<file path="config.mk">
export PLATFORM = sky130hd
export DESIGN_NAME = acct_cfg_master_flat
export DESIGN_NICKNAME = d
export VERILOG_FILES = /design/src/rtl/acct_pkg.sv /design/src/rtl/acct_cfg_master_if.sv /design/src/rtl/acct_cfg_master.sv /design/src/flat_wrapper.sv
export SDC_FILE = /design/constraint.sdc
export NUM_CORES = 1
export LEC_CHECK = 0
export BUFFER_PORTS_ARGS = -buffer_cell sky130_fd_sc_hd__buf_2
export CAP_MARGIN = 10
export CORE_ASPECT_RATIO = 0.75
export CORE_MARGIN = 8
export CORE_UTILIZATION = 25
export CTS_BUF_LIST = sky130_fd_sc_hd__clkbuf_8
export CTS_CLUSTER_SIZE = 10
export DETAILED_ROUTE_END_ITERATION = 10
export SLEW_MARGIN = 20
export SYNTH_ARGS = -nofsm -noshare
export SYNTH_HDL_FRONTEND = slang
export SYNTH_SLANG_ARGS = --single-unit
</file>
<file path="constraint.sdc">
create_clock -name clk_i -period 7.6 [get_ports clk_i]
set_input_delay 0.38 -clock clk_i [delete_from_list [all_inputs] [get_ports clk_i]]
set_output_delay 0.38 -clock clk_i [all_outputs]
set_load 0.02 [all_outputs]
</file>
<file path="src/rtl/acct_pkg.sv">
// rtl/acct_pkg.sv - shared types and constants for the ACCT boot-time configuration master
package acct_pkg;

    localparam int ACCT_ENTRY_W     = 32;
    localparam int ACCT_ADDR_STRIDE = 8;
    localparam int ACCT_IDX_LSB     = 3;
    localparam int ACCT_IDX_MSB     = 10;
    localparam int ACCT_IDX_W       = ACCT_IDX_MSB - ACCT_IDX_LSB + 1;

    typedef enum logic [2:0] {
        ST_IDLE,
        ST_WR,
        ST_RD,
        ST_LOCK,
        ST_DONE,
        ST_ERR
    } acct_state_e;

    // Byte offset of an entry relative to the table base.
    function automatic logic [63:0] acct_entry_offset(input logic [ACCT_IDX_W-1:0] idx);
        return 64'(idx) * 64'(ACCT_ADDR_STRIDE);
    endfunction

endpackage

</file>
<file path="src/rtl/acct_cfg_master_if.sv">
// rtl/acct_cfg_master_if.sv - simple register-port bundle between the ACCT master and the ACCT slave
interface acct_cfg_master_if #(
    parameter int AXI_ADDR_WIDTH = 64
);
    logic                      req;
    logic                      we;
    logic [AXI_ADDR_WIDTH-1:0] addr;
    logic [63:0]               wdata;
    logic                      gnt;
    logic [63:0]               rdata;

    modport master (output req, output we, output addr, output wdata, input gnt, input rdata);
    modport slave  (input req, input we, input addr, input wdata, output gnt, output rdata);
endinterface

</file>
<file path="src/rtl/acct_cfg_master.sv">
// rtl/acct_cfg_master.sv - programs the ACCT table, optional readback (ACCT_CFG_READBACK_EN), then locks it
module acct_cfg_master
    import acct_pkg::*;
#(
    parameter int                      AXI_ADDR_WIDTH = 64,
    parameter int                      NB_ENTRIES     = 3,
    parameter logic [AXI_ADDR_WIDTH-1:0] BASE_ADDR    = '0,
    parameter int                      MAX_RETRY      = 2,
    parameter int                      TIMEOUT_CYCLES = 16
) (
    input  logic                               clk_i,
    input  logic                               rst_ni,
    input  logic                               start_i,
    input  logic [NB_ENTRIES*ACCT_ENTRY_W-1:0] cfg_entries_i,
    acct_cfg_master_if.master                  bus,
    output logic                               lock_o,
    output logic                               busy_o,
    output logic                               done_o,
    output logic                               err_o,
    output logic [7:0]                         err_idx_o
);

    localparam int RETRY_W = (MAX_RETRY > 0) ? $clog2(MAX_RETRY + 1) : 1;
    localparam int WAIT_W  = $clog2(TIMEOUT_CYCLES + 1);
    localparam logic [ACCT_IDX_W-1:0] LAST_IDX = ACCT_IDX_W'(NB_ENTRIES - 1);

    acct_state_e               state_q, state_d;
    logic [ACCT_IDX_W-1:0]     idx_q, idx_d, nxt_idx;
    logic [RETRY_W-1:0]        retry_q, retry_d;
    logic [WAIT_W-1:0]         wait_q, wait_d;
    logic                      req_q, req_d, we_q, we_d;
    logic [AXI_ADDR_WIDTH-1:0] addr_q, addr_d;
    logic [63:0]               wdata_q, wdata_d;
    logic                      lock_q, lock_d, busy_q, busy_d, done_q, done_d, err_q, err_d;
    logic [7:0]                err_idx_q, err_idx_d;
    logic [ACCT_ENTRY_W-1:0]   cur_entry, nxt_entry, first_entry;
    logic                      go_next;

    always_comb begin
        state_d     = state_q;
        idx_d       = idx_q;
        retry_d     = retry_q;
        wait_d      = wait_q;
        req_d       = req_q;
        we_d        = we_q;
        addr_d      = addr_q;
        wdata_d     = wdata_q;
        lock_d      = lock_q;
        busy_d      = busy_q;
        done_d      = done_q;
        err_d       = err_q;
        err_idx_d   = err_idx_q;
        go_next     = 1'b0;
        nxt_idx     = idx_q + 1'b1;
        cur_entry   = cfg_entries_i[ACCT_ENTRY_W*idx_q +: ACCT_ENTRY_W];
        nxt_entry   = cfg_entries_i[ACCT_ENTRY_W*nxt_idx +: ACCT_ENTRY_W];
        first_entry = cfg_entries_i[ACCT_ENTRY_W-1:0];

        case (state_q)
            ST_IDLE, ST_ERR: begin
                if (start_i) begin
                    state_d = ST_WR;
                    idx_d   = '0;
                    retry_d = '0;
                    wait_d  = '0;
                    req_d   = 1'b1;
                    we_d    = 1'b1;
                    addr_d  = BASE_ADDR + AXI_ADDR_WIDTH'(acct_entry_offset('0));
                    wdata_d = {32'b0, first_entry};
                    busy_d  = 1'b1;
                    err_d   = 1'b0;
                end
            end
            ST_WR: begin
                if (bus.gnt) begin
                    wait_d = '0;
`ifdef ACCT_CFG_READBACK_EN
                    state_d = ST_RD;
                    we_d    = 1'b0;
`else
                    go_next = 1'b1;
`endif
                end
            end
`ifdef ACCT_CFG_READBACK_EN
            ST_RD: begin
                if (bus.gnt) begin
                    wait_d = '0;
                    if (bus.rdata[ACCT_ENTRY_W-1:0] == cur_entry) begin
                        retry_d = '0;
                        go_next = 1'b1;
                    end else if (retry_q < RETRY_W'(MAX_RETRY)) begin
                        retry_d = retry_q + 1'b1;
                        state_d = ST_WR;
                        we_d    = 1'b1;
                    end else begin
                        state_d   = ST_ERR;
                        req_d     = 1'b0;
                        busy_d    = 1'b0;
                        err_d     = 1'b1;
                        err_idx_d = 8'(idx_q);
                    end
                end
            end
`endif
            ST_LOCK: begin
                state_d = ST_DONE;
                lock_d  = 1'b1;
                done_d  = 1'b1;
                busy_d  = 1'b0;
            end
            default: ;
        endcase

        // A stalled access gives up once it has waited TIMEOUT_CYCLES cycles.
        if (req_q && !bus.gnt && (state_q == ST_WR || state_q == ST_RD)) begin
            if (wait_q == WAIT_W'(TIMEOUT_CYCLES - 1)) begin
                state_d   = ST_ERR;
                wait_d    = '0;
                req_d     = 1'b0;
                we_d      = 1'b0;
                busy_d    = 1'b0;
                err_d     = 1'b1;
                err_idx_d = 8'(idx_q);
            end else begin
                wait_d = wait_q + 1'b1;
            end
        end

        if (go_next) begin
            if (idx_q == LAST_IDX) begin
                state_d = ST_LOCK;
                req_d   = 1'b0;
                we_d    = 1'b0;
            end else begin
                state_d = ST_WR;
                idx_d   = nxt_idx;
                req_d   = 1'b1;
                we_d    = 1'b1;
                addr_d  = BASE_ADDR + AXI_ADDR_WIDTH'(acct_entry_offset(nxt_idx));
                wdata_d = {32'b0, nxt_entry};
            end
        end
    end

    always_ff @(posedge clk_i or negedge rst_ni) begin
        if (!rst_ni) begin
            state_q   <= ST_IDLE;
            idx_q     <= '0;
            retry_q   <= '0;
            wait_q    <= '0;
            req_q     <= 1'b0;
            we_q      <= 1'b0;
            addr_q    <= '0;
            wdata_q   <= '0;
            lock_q    <= 1'b0;
            busy_q    <= 1'b0;
            done_q    <= 1'b0;
            err_q     <= 1'b0;
            err_idx_q <= '0;
        end else begin
            state_q   <= state_d;
            idx_q     <= idx_d;
            retry_q   <= retry_d;
            wait_q    <= wait_d;
            req_q     <= req_d;
            we_q      <= we_d;
            addr_q    <= addr_d;
            wdata_q   <= wdata_d;
            lock_q    <= lock_d;
            busy_q    <= busy_d;
            done_q    <= done_d;
            err_q     <= err_d;
            err_idx_q <= err_idx_d;
        end
    end

    assign bus.req   = req_q;
    assign bus.we    = we_q;
    assign bus.addr  = addr_q;
    assign bus.wdata = wdata_q;
    assign lock_o    = lock_q;
    assign busy_o    = busy_q;
    assign done_o    = done_q;
    assign err_o     = err_q;
    assign err_idx_o = err_idx_q;

`ifdef ACCT_CFG_READBACK_EN
    logic unused_rdata_hi;
    assign unused_rdata_hi = ^bus.rdata[63:ACCT_ENTRY_W];
`else
    logic unused_rdata;
    assign unused_rdata = ^bus.rdata;
`endif

endmodule

</file>
<file path="src/flat_wrapper.sv">
// flat-port wrapper written by rule: the top's interface ports become plain ports
module acct_cfg_master_flat import acct_pkg::*;
#(
    parameter int                      AXI_ADDR_WIDTH = 64,
    parameter int                      NB_ENTRIES     = 3,
    parameter logic [AXI_ADDR_WIDTH-1:0] BASE_ADDR    = '0,
    parameter int                      MAX_RETRY      = 2,
    parameter int                      TIMEOUT_CYCLES = 16
)
  (clk_i, rst_ni, start_i, cfg_entries_i, lock_o, busy_o, done_o, err_o, err_idx_o, bus_req, bus_we, bus_addr, bus_wdata, bus_gnt, bus_rdata);
  acct_cfg_master_if #(.AXI_ADDR_WIDTH(AXI_ADDR_WIDTH)) bus_i ();
  input  logic clk_i;
  input  logic rst_ni;
  input  logic start_i;
  input  logic [NB_ENTRIES*ACCT_ENTRY_W-1:0] cfg_entries_i;
  output logic lock_o;
  output logic busy_o;
  output logic done_o;
  output logic err_o;
  output logic [7:0] err_idx_o;
  output wire logic [$bits(bus_i.req)-1:0] bus_req;
  output wire logic [$bits(bus_i.we)-1:0] bus_we;
  output wire logic [$bits(bus_i.addr)-1:0] bus_addr;
  output wire logic [$bits(bus_i.wdata)-1:0] bus_wdata;
  input wire logic [$bits(bus_i.gnt)-1:0] bus_gnt;
  input wire logic [$bits(bus_i.rdata)-1:0] bus_rdata;
  assign bus_req = bus_i.req;
  assign bus_we = bus_i.we;
  assign bus_addr = bus_i.addr;
  assign bus_wdata = bus_i.wdata;
  assign bus_i.gnt = bus_gnt;
  assign bus_i.rdata = bus_rdata;
  acct_cfg_master #(.AXI_ADDR_WIDTH(AXI_ADDR_WIDTH), .NB_ENTRIES(NB_ENTRIES), .BASE_ADDR(BASE_ADDR), .MAX_RETRY(MAX_RETRY), .TIMEOUT_CYCLES(TIMEOUT_CYCLES)) u_core (.clk_i(clk_i), .rst_ni(rst_ni), .start_i(start_i), .cfg_entries_i(cfg_entries_i), .bus(bus_i), .lock_o(lock_o), .busy_o(busy_o), .done_o(done_o), .err_o(err_o), .err_idx_o(err_idx_o));
endmodule
</file>
==> results.ini <==
[cts]
ctsResizeCount=0
cts_buffer_depth=2
worstSkewPairLatency_ns=0.44
clk_pin_slew_ns=0.09
cts_tree=done
cts_root_buf=clkbuf_8
cts_buffers=17
htree_levels=4
clock-sinks=157
post_cts_buffers=0
ctsHoldBuffers=0

[placed_design]
portBuffers=241
place_area_sq_um=8130
gp_congestion=0.754
dp_hpwl_um=13500

[finish]
layout.nets=949
fill_cells=2661
drive_gt1_share_pct=37.2
insertedDiodeCount=0
post-route-cell-area_sq_um=8530
area_growth_pct=28.8

[pwr]
clkPwrFrac_pct=21.5
p_sw_share_pct=40.9
p_seq_share_pct=34.9
irDropWorstVdd_v=0.000196
power-per-cell-area_nw_per_um2=351
p_int_mw=1.77
power.switching_mw=1.22
p_leak_nw=4.56
combPwrFrac_pct=43.6

[sta]
clock.fmax_mhz=334
holdWs_ns=0.0120
tns_ns=0
maxSlewHeadroom_pct=41.6
grt_setup_unrepaired=no
hold_viol_final=0
period_needed_ns=2.99
setup_viol=0
slew_violations=0
worst_pin_slew_ns=0.876
finalCritPeriodShare_pct=39.4
clock_skew_ns=0.0147

[yosys]
synth_top_family_by_area=simple AND/OR/NAND/NOR gates
synth_fa_ha_area_share_pct=0.567
synthArstFlopShare_pct=100
yosys.area_share.xor_xnor_pct=0.794
ys_warn_count=0
seq_area_frac_synth_pct=59.3
ys_types=50
synth_area_per_cell_sq_um=11.9
synth_flop_cell=dfrtp_1
synth_cells=554
yosys-mux-area-fraction_pct=11.2
synth-simple-area-share_pct=14.2
syn_nets=721
synth_area_sq_um=6620
synth_edf_count=0
synth-seq-cells=157
synth-compound-area-share_pct=9.75

[worst_setup_path]
r2r_slack_ns=4.61
critical_path.slowest_cell=nor2_4
regToRegStartpoint=u_core.idx_q[0]$_DFF_PN0_
worst-r2r-cell-count=7
crit_chain=clkinv_1 > ha_4 > or3b_2 > o21a_1 > nor2_4 > buf_4 > and2_1
critPathBufInv=2
crit_type=flop to flop
cpLargestDelayFamily=simple AND/OR/NAND/NOR gates
r2r_end=u_core.bus.addr[38]$_DFF_PN0_
cp_data_arrival_time_ns=3.36
critPathLaunchType=flop
setup.worst_path.end_class=flop
critPathMaxStageDelay_ns=0.66
critPathRequiredTime_ns=7.97
cp_max_fo=54

[floorplanning]
die_h_um=157
die_w_um=204
core-area_sq_um=26000
dieArea_sq_um=32000
start_util_pct=25.5
row_count=51
pin_count=306

[global_route]
grt_antenna_before_repair=2
grt-ovfl-total=0
grt_max_degree=93
grt_pass1_vias=5227
grt_pass1_wl_um=30000
track_usage_pct=12.0

[detailed_routing]
dr_total_vias=4899
route.detailed.drc=0
drtAntennaViolNets=0
firstDrtPassIters=4
viasPerCell=4.30
totalWireLength_um=19500
wl_per_cell_um=17.1
drt-initial-drc-count=257

[run]
drv_cap=0

[outcome]
status=finished clean

[worst_hold_path]
hold_path_class=input pin to asynchronous set/reset pin

-- layer usage --
metal	routed length [um]	vias to the layer above	track usage (%)	share of wire (%)
li1	-	2384	-	-
met5	25	-	0	0.13
met3	1280	22	4.23	6.6
met1	8820	2355	15.5	45
met2	8970	134	18.4	46
met4	359	4	4.14	1.8
-- power by group through the flow --
| stage | clock network (mW) | registers (mW) | logic (mW) |
|---|---|---|---|
| final | 0.643 | 1.04 | 1.31 |
| after global routing | 0.709 | 1.06 | 1.45 |
| after CTS | 0.679 | 1.04 | 1.33 |
| after detailed placement | 0 | 1.06 | 1.33 |
| after global placement | 0 | 1.06 | 1.30 |
| after floorplan | 0 | 1.14 | 0.887 |
-- cells by family (layout without fill, tap and decap cells) --
family,count (synthesis),count (layout)
simple gates,163,163
mux,73,73
flops,157,157
fa+ha+maj,3,3
compound gates,106,106
buf+inv,46,286
xor+xnor,6,6
-- final cells by class --
type	instances	area [sq um]	area share, %
Inverter	7	26.3	0.308
Clock inverter	13	150	1.76
Multi-Input combinational cell	351	2460	28.8
Clock buffer	18	248	2.91
Sequential cell	157	3930	46.1
Timing Repair Buffer	248	1280	15.1
Tap cell	344	430	5.05
-- per-stage QoR --
stage	instances	total power, mW	setup slack, ns	util, %
detailed placement	1107	2.39	4.60	31.3
global placement	1106	2.35	4.57	31.2
floorplan	554	2.03	5.18	-
finish	1138	2.99	4.61	32.8
CTS	1138	3.05	4.56	32.8
global route	1138	3.22	4.34	32.8
-- flip-flops by register name, indices dropped and copies added, names as in the netlist --
name / count
u_core.err_o: 1
u_core.wait_q: 5
u_core.bus.we: 1
u_core.state_q: 3
u_core.idx_q: 8
u_core.bus.wdata: 64
u_core.busy_o: 1
u_core.bus.req: 1
u_core.err_idx_o: 8
u_core.lock_o: 1
u_core.bus.addr: 64
-- cells in the final DEF, fill, tap and decap left out, types with 3 or more instances in the layout --
| cell type | count |
|---|---|
| or3_1 | 5 |
| mux2_2 | 7 |
| mux2i_1 | 66 |
| dfrtp_1 | 157 |
| buf_4 | 6 |
| a21o_1 | 11 |
| clkbuf_8 | 18 |
| a21oi_1 | 36 |
| o22ai_1 | 33 |
| xor2_1 | 3 |
| and2_1 | 88 |
| nand3_1 | 7 |
| nor2_1 | 36 |
| inv_1 | 7 |
| nand2b_1 | 3 |
| bufinv_16 | 3 |
| o21ai_0 | 9 |
| o21a_1 | 3 |
| nand2_1 | 8 |
| buf_2 | 240 |
| clkinv_2 | 5 |
| xnor2_1 | 3 |
| clkinvlp_4 | 3 |
-- worst register-to-register path: stages (launching register included) --
cell and delay, ns:
dfrtp_1 0.49, clkinv_1 0.13, ha_4 0.13, or3b_2 0.47, o21a_1 0.24, nor2_4 0.66
buf_4 0.57, and2_1 0.23
-- Yosys cell counts, types with 2 or more instances --
cell | number | share of area [%]
a31oi_1 | 2 | 0.19
o21a_1 | 3 | 0.34
mux2i_1 | 66 | 10
xor2_1 | 3 | 0.40
buf_4 | 3 | 0.34
o21ai_0 | 9 | 0.68
inv_1 | 6 | 0.34
clkbuf_1 | 16 | 0.91
buf_1 | 3 | 0.17
a21o_1 | 11 | 1.2
nand3b_1 | 2 | 0.23
mux2_2 | 7 | 1.2
nand3_1 | 7 | 0.53
ha_1 | 3 | 0.57
buf_6 | 11 | 1.9
or3_1 | 5 | 0.47
nand2b_1 | 3 | 0.28
a21oi_1 | 36 | 2.7
o22ai_1 | 33 | 3.1
and2_1 | 88 | 8.3
xnor2_1 | 3 | 0.40
nor2_1 | 36 | 2.0
a22o_1 | 2 | 0.26
buf_2 | 6 | 0.45
nand2_1 | 8 | 0.45
o2bb2ai_1 | 2 | 0.26
dfrtp_1 | 157 | 59
-- worst max-delay path by stage --
stage                                          from                             to  slack, ns  depth (start not counted)
after floorplan           u_core.idx_q[0]$_DFF_PN0_  u_core.bus.wdata[1]$_DFF_PN0_       5.18                          9
after global placement    u_core.idx_q[0]$_DFF_PN0_   u_core.bus.addr[6]$_DFF_PN0_       4.57                          7
after detailed placement  u_core.idx_q[0]$_DFF_PN0_  u_core.bus.addr[38]$_DFF_PN0_       4.60                          7
after CTS                 u_core.idx_q[0]$_DFF_PN0_  u_core.bus.addr[38]$_DFF_PN0_       4.56                          7
after global routing      u_core.idx_q[0]$_DFF_PN0_  u_core.bus.addr[38]$_DFF_PN0_       4.34                          7
final                     u_core.idx_q[0]$_DFF_PN0_  u_core.bus.addr[38]$_DFF_PN0_       4.61                          7
Note: power is estimated with default switching activity, not from simulation.
